[config.mk]
export PLATFORM = sky130hd
export DESIGN_NAME = alloc_dispatcher
export DESIGN_NICKNAME = d
export VERILOG_FILES = /design/src/rtl/alloc_dispatcher.sv
export SDC_FILE = /design/constraint.sdc
export NUM_CORES = 1
export LEC_CHECK = 0
export BUFFER_PORTS_ARGS = -buffer_cell sky130_fd_sc_hd__clkbuf_2
export CAP_MARGIN = 15
export CORE_ASPECT_RATIO = 0.9
export CORE_UTILIZATION = 52
export CTS_BUF_LIST = sky130_fd_sc_hd__clkbuf_8
export DETAILED_ROUTE_END_ITERATION = 6
export GPL_TIMING_DRIVEN = 0
export MAX_ROUTING_LAYER = met4
export PLACE_DENSITY = 0.78
export SKIP_CTS_REPAIR_TIMING = 1
export SYNTH_ARGS = -nofsm -noshare
export SYNTH_HDL_FRONTEND = slang
export SYNTH_SLANG_ARGS = --single-unit
[constraint.sdc]
create_clock -name clk -period 1.6 [get_ports clk]
set_input_delay 0.08 -clock clk [delete_from_list [all_inputs] [get_ports clk]]
set_output_delay 0.08 -clock clk [all_outputs]
set_load 0.02 [all_outputs]
[src/rtl/alloc_dispatcher.sv]
`default_nettype none
// ============================================================================
// Module   : alloc_dispatcher
// Function : Issues one allocation request at a time to the find table,
//            re-issuing blocked requests after a back-off period.
// Revision : 1.0 - initial release
// ============================================================================
module alloc_dispatcher #(
    parameter int ID_W      = 8,
    parameter int SIZE_W    = 2,
    parameter int ISSUE_GAP = 2,
    parameter int RETRY_GAP = 4,
    parameter int MAX_RETRY = 8
) (
    input  logic              clk,
    input  logic              rst_n,
    input  logic              req_valid_in,
    output logic              req_ready_out,
    input  logic [ID_W-1:0]   req_id_in,
    input  logic [SIZE_W-1:0] req_size_in,
    output logic              alloc_valid_fdt_out,
    output logic [ID_W-1:0]   alloc_id_fdt_out,
    output logic [SIZE_W-1:0] alloc_size_fdt_out,
    input  logic              fdt_blocked_in,
    output logic              done_valid_out,
    output logic              done_fail_out,
    output logic [ID_W-1:0]   done_id_out,
    output logic              busy_out
);

    typedef enum logic [2:0] {
        S_IDLE    = 3'd0,
        S_ISSUE   = 3'd1,
        S_CHECK   = 3'd2,
        S_BACKOFF = 3'd3,
        S_GAP     = 3'd4
    } state_t;

    localparam logic [3:0] c_issue_gap_m1 = 4'(ISSUE_GAP - 1);
    localparam logic [3:0] c_retry_gap_m1 = 4'(RETRY_GAP - 1);
    localparam logic [7:0] c_max_retry    = 8'(MAX_RETRY);

    state_t            r_state;
    logic [ID_W-1:0]   r_id;
    logic [SIZE_W-1:0] r_size;
    logic [7:0]        r_retry;
    logic [3:0]        r_gap;

    logic [7:0]        w_retry_inc;
    logic              w_exhausted;

    // Saturating increment keeps the count meaningful when retrying forever.
    assign w_retry_inc = (r_retry == 8'hFF) ? r_retry : r_retry + 8'd1;
    assign w_exhausted = (MAX_RETRY != 0) && (w_retry_inc == c_max_retry);

    assign req_ready_out = (r_state == S_IDLE);
    assign busy_out      = (r_state != S_IDLE);

    always_ff @(posedge clk) begin
        if (!rst_n) begin
            r_state             <= S_IDLE;
            r_id                <= '0;
            r_size              <= '0;
            r_retry             <= 8'd0;
            r_gap               <= 4'd0;
            alloc_valid_fdt_out <= 1'b0;
            alloc_id_fdt_out    <= '0;
            alloc_size_fdt_out  <= '0;
            done_valid_out      <= 1'b0;
            done_fail_out       <= 1'b0;
            done_id_out         <= '0;
        end else begin
            alloc_valid_fdt_out <= 1'b0;
            done_valid_out      <= 1'b0;
            done_fail_out       <= 1'b0;
            case (r_state)
                S_IDLE: begin
                    if (req_valid_in) begin
                        r_id                <= req_id_in;
                        r_size              <= req_size_in;
                        r_retry             <= 8'd0;
                        alloc_valid_fdt_out <= 1'b1;
                        alloc_id_fdt_out    <= req_id_in;
                        alloc_size_fdt_out  <= req_size_in;
                        r_state             <= S_ISSUE;
                    end
                end
                S_ISSUE: begin
                    r_state <= S_CHECK;
                end
                S_CHECK: begin
                    if (!fdt_blocked_in) begin
                        done_valid_out <= 1'b1;
                        done_id_out    <= r_id;
                        if (ISSUE_GAP > 0) begin
                            r_gap   <= c_issue_gap_m1;
                            r_state <= S_GAP;
                        end else begin
                            r_state <= S_IDLE;
                        end
                    end else begin
                        r_retry <= w_retry_inc;
                        if (w_exhausted) begin
                            done_valid_out <= 1'b1;
                            done_fail_out  <= 1'b1;
                            done_id_out    <= r_id;
                            r_state        <= S_IDLE;
                        end else begin
                            r_gap   <= c_retry_gap_m1;
                            r_state <= S_BACKOFF;
                        end
                    end
                end
                S_BACKOFF: begin
                    // The issue pulse is launched on the last back-off cycle so it
                    // is visible during the ISSUE state.
                    if (r_gap == 4'd0) begin
                        alloc_valid_fdt_out <= 1'b1;
                        alloc_id_fdt_out    <= r_id;
                        alloc_size_fdt_out  <= r_size;
                        r_state             <= S_ISSUE;
                    end else begin
                        r_gap <= r_gap - 4'd1;
                    end
                end
                S_GAP: begin
                    if (r_gap == 4'd0) begin
                        r_state <= S_IDLE;
                    end else begin
                        r_gap <= r_gap - 4'd1;
                    end
                end
                default: begin
                    r_state <= S_IDLE;
                end
            endcase
        end
    end

endmodule
`default_nettype wire

==> impl_metrics.env <==
export IMPL_portBuffers=34
export IMPL_rr_worst_depth=7
export IMPL_finalClockSkew_ns=0.00582
export IMPL_drt_pass1_iterations=4
export IMPL_final_nets=319
export IMPL_setup_viol=17
export IMPL_drc=0
export IMPL_rsz0062_at_grt="true"
export IMPL_reg2reg_from="r_retry[0]"
export IMPL_hold_viol=0
export IMPL_maxSlewHeadroom_pct=63.2
export IMPL_die_x_um=71.7
export IMPL_worst_setup_path_start_kind="flop"
export IMPL_antenna_cells=0
export IMPL_maxCapViolations=0
export IMPL_slew_viol_final=0
export IMPL_cp_required_ns=1.83
export IMPL_worstSetupPathType="reg -> reg"
export IMPL_fp_coreArea_um2=4130
export IMPL_antenna_found_initial=0
export IMPL_cts_max_level=2
export IMPL_grt_max_degree=15
export IMPL_gp_congestion=0.843
export IMPL_synth_most_common_cell="nand2_1"
export IMPL_r2r_end="done_id_out[7]"
export IMPL_r2r_slack_ns=-0.09
export IMPL_vias=2001
export IMPL_synth_seq_cells=46
export IMPL_yosys_cell_types_count=50
export IMPL_grt_pass1_vias=1696
export IMPL_setup_ws_ns=-0.0865
export IMPL_clkLatencyLatePin_ns=0.30
export IMPL_dp_final_hpwl_um=3520
export IMPL_status="complete, but fails checks"
export IMPL_drtIter0Drc=122
export IMPL_min_path_type="in -> reg"
export IMPL_yosys_area_top_type_share_pct=40.5
export IMPL_period_share_pct=105
export IMPL_final_core_util_pct=69.4
export IMPL_whs_endpoint="r_id[2]"
export IMPL_post_synth_top_area_cell="dfxtp_1"
export IMPL_dp_cells=339
export IMPL_multi_input_comb_area_um2=1350
export IMPL_synth_area_per_cell_um2=8.84
export IMPL_globalRouteOverflowTotal=0
export IMPL_cts_buffers=5
export IMPL_async_reset_ff_share_pct=0
export IMPL_critPathArrivalTime_ns=1.92
export IMPL_vdd_drop_max_mv=0.633
export IMPL_routedWlPerCell_um=15.0
export IMPL_grt_pass1_wl_um=8380
export IMPL_cts_root_to_sink_buffers=2
export IMPL_crit_fanout=8
export IMPL_pin_count=37
export IMPL_min_from="req_id_in[2]"
export IMPL_die_height_um=64.7
export IMPL_clock_sinks=46
export IMPL_initial_core_util_pct=55.0
export IMPL_period_minus_slack_ns=1.69
export IMPL_synth_common_cells="47 x nand2_1, 46 x dfxtp_1, 22 x nor2_1"
export IMPL_cts_tree="built"
export IMPL_synth_area_leaders="dfxtp_1 41%, mux2i_1 9.3%, nand2_1 7.8%"
export IMPL_groute_usage_overall_pct=24.1
export IMPL_tightest_slew_ns=0.552
export IMPL_ys_warn_count=0
export IMPL_stdcell_count=352
export IMPL_syn_num_nets=273
export IMPL_syn_cell_area_um2=2270
export IMPL_synth_edff_count=0
export IMPL_clk_pin_slew_ns=0.08
export IMPL_antenna_left=0
export IMPL_drive_gt1_share_pct=36.8
export IMPL_violations="setup timing"
export IMPL_area_delta_synth_final_pct=26.2
export IMPL_fmax_ghz=0.593
export IMPL_yosysSeqAreaShare_pct=40.5
export IMPL_cts_root_buf="clkbuf_8"
export IMPL_power_density_nw_per_um2=1130
export IMPL_dieArea_um2=4640
export IMPL_power_leakage_nw=1.06
export IMPL_synth_cells=257
export IMPL_drt_wl_total_um=5290
export IMPL_setup_tns_ns=-0.733
export IMPL_timing_hold_worst_path_depth=3
export IMPL_fillers=311
export IMPL_ys_flop_type="dfxtp_1"
export IMPL_rows=22
export IMPL_seq_area_um2=935
export IMPL_end_kind="flop"
export IMPL_drt_vias_per_instance=5.68
-- metal layers --
metal	track usage, %	share of wire [%]	routed length, um	vias up
li1	-	-	-	989
met1	34.1	48	2550	936
met2	34.9	46	2410	62
met3	4.35	4.4	233	14
met4	7.60	2.0	104	0
met5	-	0	0	-
-- flip-flops by register name (all words and copies together) (netlist names) --
register             count
done_id_out              8
done_fail_out            1
alloc_valid_fdt_out      1
r_state                  3
r_size                   2
r_gap                    4
r_id                     8
alloc_size_fdt_out       2
r_retry                  8
alloc_id_fdt_out         8
done_valid_out           1
-- report_power, final --
part | leakage (nW) | internal, W | switching [W] | total (W)
combinational | 0.613 | 0.000357 | 0.000501 | 0.000858
sequential | 0.379 | 0.00124 | 0.0000904 | 0.00133
clock | 0.0714 | 0.000666 | 0.000388 | 0.00105
total | 1.06 | 0.00227 | 0.000979 | 0.00325
-- how the worst max path moves through the flow --
| stage | startpoint | end | cells after the start |
|---|---|---|---|
| detailed placement | r_retry[0] | done_id_out[7] | 6 |
| floorplan | r_retry[0] | done_id_out[0] | 5 |
| finish | r_retry[0] | done_id_out[7] | 7 |
| CTS | r_retry[0] | done_id_out[7] | 6 |
| global placement | r_retry[0] | done_id_out[3] | 5 |
| global route | r_retry[0] | done_id_out[7] | 7 |
-- through the flow --
step	cell area, um2	worst slack (ns)	hold slack (ns)	power (W)
detailed placement	2520	-0.213	0.328	0.00207
global route	2870	-0.157	0.00581	0.00340
CTS	2660	-0.248	0.000587	0.00312
global placement	2520	-0.196	0.321	0.00205
finish	2870	-0.0865	0.0108	0.00325
floorplan	2290	-0.0189	0.216	0.00187
-- worst max-delay path, stage by stage, from the launching register on --
cell      delay, ns
dfxtp_4        0.40
ha_4           0.17
nand4_1        0.11
a21oi_2        0.23
o211ai_2       0.16
a21oi_4        0.20
buf_12         0.15
mux2i_2        0.20
-- placed cells by master, fill, tap and decap left out, types with 2 or more instances in the layout --
| cell | instances |
|---|---|
| a211oi_1 | 2 |
| a211oi_2 | 9 |
| a21oi_1 | 16 |
| and2_1 | 3 |
| buf_2 | 2 |
| buf_4 | 7 |
| buf_6 | 4 |
| bufinv_16 | 2 |
| clkbuf_1 | 5 |
| clkbuf_2 | 36 |
| clkbuf_8 | 6 |
| dfxtp_1 | 39 |
| dfxtp_2 | 5 |
| dfxtp_4 | 2 |
| ha_4 | 2 |
| inv_1 | 4 |
| inv_2 | 2 |
| mux2i_1 | 20 |
| nand2_1 | 45 |
| nand2_2 | 2 |
| nand2b_1 | 2 |
| nand3_1 | 11 |
| nand4_1 | 3 |
| nor2_1 | 13 |
| nor2_2 | 5 |
| nor2_4 | 4 |
| nor3_1 | 4 |
| nor3b_2 | 2 |
| o21ai_0 | 6 |
| o21ai_1 | 2 |
| o21ai_4 | 2 |
| o221a_1 | 2 |
-- area by class of cell --
type	instances	share of cell area, %
repair buffers	40	8.08
clock inverters	2	2.10
flip-flops and latches	46	32.6
plain buffers	17	4.10
clock buffers	6	2.88
multi-input cells	185	47.1
inverters	8	1.09
well taps	48	2.10
-- cell families (layout without fill, tap and decap cells) --
logic type | after synthesis | count (layout) | synth area share [%]
AO/OA/AOI/OAI | 53 | 53 | 18.5
XOR/XNOR | 1 | 1 | 1.21
adder cells (fa/ha/maj) | 2 | 2 | 1.10
buffers and inverters | 26 | 73 | 6.00
flip-flops | 46 | 46 | 40.5
multiplexers | 21 | 21 | 9.25
AND/OR/NAND/NOR | 108 | 108 | 23.4
Note: power is estimated with default switching activity, not from simulation.
